File: config.mk
export PLATFORM = sky130hd
export DESIGN_NAME = wptr_full_ctrl
export DESIGN_NICKNAME = d
export VERILOG_FILES = /design/src/rtl/wptr_full_ctrl.sv
export SDC_FILE = /design/constraint.sdc
export NUM_CORES = 1
export LEC_CHECK = 0
export BUFFER_PORTS_ARGS = -buffer_cell sky130_fd_sc_hd__buf_4
export CAP_MARGIN = 30
export CORE_ASPECT_RATIO = 1.2
export CORE_MARGIN = 2
export CORE_UTILIZATION = 43
export DETAILED_ROUTE_END_ITERATION = 16
export PLACE_DENSITY = 0.74
export SETUP_SLACK_MARGIN = 0.3
export SYNTH_ARGS = -nofsm -noshare
export SYNTH_HDL_FRONTEND = slang
export SYNTH_SLANG_ARGS = --single-unit
File: constraint.sdc
create_clock -name clk -period 2.84 [get_ports clk]
set_input_delay 0.284 -clock clk [delete_from_list [all_inputs] [get_ports clk]]
set_output_delay 0.284 -clock clk [all_outputs]
set_load 0.01 [all_outputs]
File: src/rtl/wptr_full_ctrl.sv
// Write-side controller for an asynchronous FIFO: binary/Gray write pointer, full and
// almost-full flags, fill level and sticky overflow. Define WPTR_OVF_COUNT_EN to add a
// saturating count of rejected writes; otherwise ovf_count is tied to zero.
module wptr_full_ctrl #(
  parameter int ADDR_W       = 4,
  parameter int AFULL_THRESH = 12
) (
  input  logic              clk,
  input  logic              reset,
  input  logic              winc,
  input  logic              ovf_clr,
  input  logic [ADDR_W:0]   rptr_sync,
  output logic              wr_en,
  output logic [ADDR_W-1:0] waddr,
  output logic [ADDR_W:0]   wptr,
  output logic              full,
  output logic              almost_full,
  output logic              overflow,
  output logic [ADDR_W:0]   level,
  output logic [7:0]        ovf_count
);

  localparam logic [ADDR_W+1:0] AFULL_LVL = (ADDR_W+2)'(AFULL_THRESH);

  logic [ADDR_W:0] wbin;
  logic [ADDR_W:0] wbin_next;
  logic [ADDR_W:0] gray_next;
  logic [ADDR_W:0] rbin;
  logic [ADDR_W:0] rptr_full;
  logic [ADDR_W:0] level_next;
  logic            reject;

  always_comb begin
    wr_en      = winc & ~full & ~reset;
    reject     = winc & full & ~reset;
    wbin_next  = wbin + {{ADDR_W{1'b0}}, wr_en};
    gray_next  = (wbin_next >> 1) ^ wbin_next;
    // Gray-to-binary: each binary bit is the XOR of all Gray bits at or above it.
    rbin = '0;
    for (int unsigned i = 0; i <= ADDR_W; i++) begin
      rbin[i] = ^(rptr_sync >> i);
    end
    rptr_full  = rptr_sync ^ {2'b11, {(ADDR_W-1){1'b0}}};
    level_next = wbin_next - rbin;
  end

  assign waddr = wbin[ADDR_W-1:0];

  always_ff @(posedge clk) begin
    if (reset) begin
      wbin        <= '0;
      wptr        <= '0;
      full        <= 1'b0;
      almost_full <= 1'b0;
      level       <= '0;
      overflow    <= 1'b0;
    end else begin
      wbin        <= wbin_next;
      wptr        <= gray_next;
      full        <= (gray_next == rptr_full);
      almost_full <= ({1'b0, level_next} >= AFULL_LVL);
      level       <= level_next;
      if (reject) begin
        overflow <= 1'b1;
      end else if (ovf_clr) begin
        overflow <= 1'b0;
      end
    end
  end

`ifdef WPTR_OVF_COUNT_EN
  logic [7:0] ovf_cnt;

  always_ff @(posedge clk) begin
    if (reset) begin
      ovf_cnt <= '0;
    end else if (reject) begin
      // A clear in the same cycle as a rejection restarts the count at one.
      if (ovf_clr) begin
        ovf_cnt <= 8'd1;
      end else if (ovf_cnt != '1) begin
        ovf_cnt <= ovf_cnt + 8'd1;
      end
    end else if (ovf_clr) begin
      ovf_cnt <= '0;
    end
  end

  assign ovf_count = ovf_cnt;
`else
  assign ovf_count = '0;
`endif

endmodule

## After elaboration in Yosys (flattened, before gate mapping)

Cells that the tools add are included.

| storage, ports and cells | value |
|---|---|
| output and inout port bits | 26 |
| word-level logic and storage cells | 26 |
| register bits after elaboration | 18 |
| input bits | 9 |

| cells by class | value |
|---|---|
| reduce and logical (&&, ||, !) cells | 6 |
| $add $sub $neg | 2 |
| mux-type cells | 2 |
| bitwise gates (word level) | 8 |
| equal/unequal tests | 1 |
| magnitude comparators | 1 |

Operator list:

| cell | number |
|---|---|
| XOR reduction 5 bit | 5 |
| adder 5 x 1 -> 5 bit | 1 |
| == test 5 bit | 1 |
| >= comparator 5 x 4 -> 1 bit, second input constant | 1 |
| subtractor 5 bit | 1 |
| bitwise XOR 4 x 5 -> 5 bit | 1 |
| AND 1 bit | 4 |
| two-way mux 1 bit | 2 |
| NOT 1 bit | 2 |
| NOT 2 bit | 1 |
| nonzero test 2 bit | 1 |

## Depth between registers and ports, before layout

| depth | value |
|---|---|
| word-level depth | 6 |
| mapped depth | 12 |
| depth with buffers taken out | 11 |

## Least setup slack after synthesis

No wires, ideal clock.

| path | value |
|---|---|
| path type | input -> register |
| start point | in reset |
| end point | reg almost_full |
| cell stages on the path | 12 |
| required time | 2,705 ps |
| setup slack | -132 ps |
| setup time | 135 ps |
| buffers on the path | 1 |
| arrival time | 2,837 ps |
| cell sequence | clkbuf_1 nor3b_1 ha_1 nand3_1 xor2_1 inv_1 ha_1 nor4bb_1 a211oi_1 o21ai_0 a311oi_1 o22ai_1 |

| between the ends | value |
|---|---|
| cells in the longest elaborated chain, start to end | 5 |

RTL lines:

| what | line | RTL |
|---|---|---|
| from (decl) | 9 | `input logic reset,` |
| NOT 1 bit | 34 | `wr_en = winc & ~full & ~reset;` |
| AND 1 bit | 34 |  |
| via wr_en | 13 | `output logic wr_en,` |
| adder 5 x 1 -> 5 bit | 36 | `wbin_next = wbin + {{ADDR_W{1'b0}}, wr_en};` |
| via wbin_next[3] | 26 | `logic [ADDR_W:0] wbin_next;` |
| subtractor 5 bit | 44 | `level_next = wbin_next - rbin;` |
| >= comparator 5 x 4 -> 1 bit | 61 | `almost_full <= ({1'b0, level_next} >= AFULL_LVL);` |
| to (signal assigned) | 61 |  |
| to (decl) | 17 | `output logic almost_full,` |

The timed path passes the listed nets, and every way through them passes these cells.
A chain may end at the register's enable or synchronous reset.

## Final worst setup path

| path | value |
|---|---|
| start point | reg full |
| end point | reg almost_full |

| between the ends | value |
|---|---|
| cells in the longest elaborated chain, start to end | 6 |

RTL lines:

| what | line | RTL |
|---|---|---|
| from (decl) | 16 | `output logic full,` |
| from (signal assigned) | 60 | `full <= (gray_next == rptr_full);` |
| NOT 1 bit | 34 |  |
| AND 1 bit (2 in series) | 34 |  |
| adder 5 x 1 -> 5 bit | 36 |  |
| via wbin_next[2] | 26 |  |
| subtractor 5 bit | 44 |  |
| >= comparator 5 x 4 -> 1 bit | 61 |  |

The timed path passes the listed nets, and every way through them passes these cells.

==> impl_results.md <==
* Initial Util at 0.4618
* Post-DP HPWL at around 1.4 mm
* Io pins at 35
* Worst setup SP type: flop
* Die height at ~56 µm
* Vias at between 700 and 800
* RSZ-0062 raised after global routing: false
* Post-synthesis register bit count at 17
* Layout fillers at about 200
* Distinct cells, synth at 31
* Hold Fails Final Rpt at 0
* Layout net count at 150
* Register area share after synthesis at 0.3519
* Status: complete, no violations
* Setup Skew at about 14 ps
* Root buffer cell: clkbuf_4
* Worst r2r src: full
* # port buffers at 26
* Area of the multi-input gates at just under 700 µm²
* FF-to-FF path depth at 10
* 1st-iter DRT viols at 5
* First-pass GRT wire length at between 2 and 3 mm
* DRC viols at 0
* Clock Path Buffers at 2
* H-tree lvl count at 1
* Setup tns final at 0 ps
* Synthesis-to-finish area growth at 37.26%
* Routed Antenna Nets at 0
* Layout cells sized above 1 at 0.3806
* Most frequent cells in the layout: buf_4, dfxtp_1, nor2_1
* Die ar. at around 0.0026 mm²
* Peak Freq at about 0.42 GHz
* Top cell type by total area after synthesis: dfxtp_1
* Max FO, Critical Path at 6
* FF+latch area at 340.3 µm²
* Peak supply drop at 0.3359 mV
* Hold Path Class: input port to flop
* CP most frequent cell: ha_4
* Final min period at between 2000 and 2500 ps
* Leak at around 0.00058 µW
* Yosys top cell area share at 0.3519
* Syn avg cell area at a little over 9 µm²
* Fin crit share at 0.8397
* Vias per inst at roughly 4.5
* GRT Overall Usage at 0.1471
* Initial antenna violation count at 0
* Crit path buffers/inverters at 0
* Critical Path RT at 3020 ps
* Fin util at 0.6338
* Yosys warning total at 0
* Critical path arrival at 2560 ps
* WS Path Type: flop to flop
* Hold path cells at 3
* Area of the mapped netlist at a little under 0.001 mm²
* DR pass1 iterations at 2
* Clock sink total at 17
* Total wire length at 1.710 mm
* Commonest non-fill, non-tap cell in the layout: buf_4
* Slew Viols, Final at 0
* Top post-synthesis cells by area: dfxtp_1, ha_1, xnor2_1
* TritonCTS clock tree: yes
* Worst path depth at 10
* Placed Instance Area at 0.001259 mm²
* CP delay by family, top: compound AO/OA/AOI/OAI gates
* Clock-pin slew on the worst setup and hold paths at 100 ps
* Worst R2R Setup Slack at 460 ps
* Largest net degree at the start of global routing at 20
* Pwr dens at approximately 450 mW/mm²
* Critical Path End Type: flop
* Core Area at 0.002095 mm²
* Asr flop ratio synth at 0
* Gr ovfl total at 0
* Gpl congestion at between 0.7 and 0.8
* CTS Buf Count at 3
* Hold Crit Endpoint: overflow
* FP Rows at 18
* Number of flops mapped to enable cells by yosys at 0
* # setup viols final at 0
* Cells after Synth at between 100 and 150
* CP Cell Sequence: nor3b_4 > ha_4 > ha_4 > xor2_4 > ha_4 > nor2b_1 > a211oi_2 > o21ai_0 > a311oi_2 > o22ai_1
* CP max stage cell: dfxtp_1
* Die width at 47.30 µm
* Vias in the first global route at 702
* HP Start: ovf_clr
* Per-cell routed wire length at 10.43 µm
* Design area at between 0.001 and 0.0015 mm²
* Clk_lat worst skew at 290 ps
* Max-cap violations at 0
* R2r endpoint: almost_full
* Diodes inserted at 0
* Slowest stage delay, CP at 350 ps
* Ys flop type: dfxtp_1
-- state kept, by name (all words and copies together), names as in the netlist --
signal	count
full	1
almost_full	1
wbin	4
overflow	1
level	5
wptr	5
-- cells in the mapped netlist, types with 2 or more instances --
| cell type | instances |
|---|---|
| nor2_1 | 13 |
| nand2b_1 | 2 |
| buf_4 | 8 |
| xnor2_2 | 2 |
| xor2_1 | 7 |
| nor3b_1 | 2 |
| ha_1 | 6 |
| nand3_1 | 3 |
| nor2b_1 | 6 |
| xor2_2 | 2 |
| nand2_1 | 4 |
| dfxtp_1 | 17 |
| clkbuf_1 | 2 |
| inv_1 | 5 |
| a21oi_1 | 3 |
| xnor2_1 | 7 |
-- logic make-up (layout without fill, tap and decap cells) --
kind of cell | Yosys count | after routing | share of synthesized area
other cells | 1 | 8 | 0.003877
compound gates | 9 | 9 | 0.07502
mux | 1 | 1 | 0.01035
simple gates | 36 | 36 | 0.1940
fa+ha+maj | 6 | 6 | 0.07762
xor+xnor | 18 | 18 | 0.1940
flops | 17 | 17 | 0.3519
buf+inv | 16 | 39 | 0.09315
-- worst max path at each step --
stage | from | endpoint
after detailed placement | reset | almost_full
after global placement | reset | almost_full
after CTS | full | almost_full
final | full | almost_full
after floorplan | reset | almost_full
after global routing | full | almost_full
-- power by group --
group          leakage, µW  switching, µW  internal [µW]  total [µW]
Combinational     0.000426            103            104         207
Sequential        0.000139           7.77            261         269
Clock            0.0000177           71.6           52.3         124
-- timing repair --
item	in CTS	in global routing
endpoints found under the hold margin	0	0
endpoints found under the setup margin	0	2
hold buffers	0	0
resized for setup	0	2
buffers inserted	0	4
-- tightest hold or removal path: cells and delay by family --
kind / cells / cell delay [ps]
AOI/OAI and AO/OA: 1 / 50
buffers and inverters: 1 / 70
and+or+nand+nor: 1 / 80
-- metrics by stage --
step | hold slack, ps | power (µW) | setup WS (ps) | instances
2_1_floorplan | 433.0 | 416.7 | 341.5 | 111
3_5_place_dp | 458.8 | 477.2 | 145.8 | 156
5_1_grt | 243.1 | 643.0 | 290.4 | 164
3_3_place_gp | 460.0 | 475.3 | 250.8 | 156
4_1_cts | 231.4 | 602.7 | 313.6 | 160
6_report | 238.8 | 600.2 | 455.2 | 164
-- layout make-up --
cell class              instances  area share
clock buffers                   3     0.01697
inverters                       5     0.01414
flip-flops and latches         17      0.2564
multi-input cells              78      0.5108
clock inverters                 1    0.003770
repair buffers                 30      0.1697
well taps                      30     0.02828
-- layer usage --
layer	vias up	routed length (µm)	GRT usage
met3	4	47	0.009740
met1	338	708	0.1680
met4	0	48	0.08333
li1	385	-	-
met2	17	905	0.2510
met5	-	0	0
(Power assumes the default switching activity.)
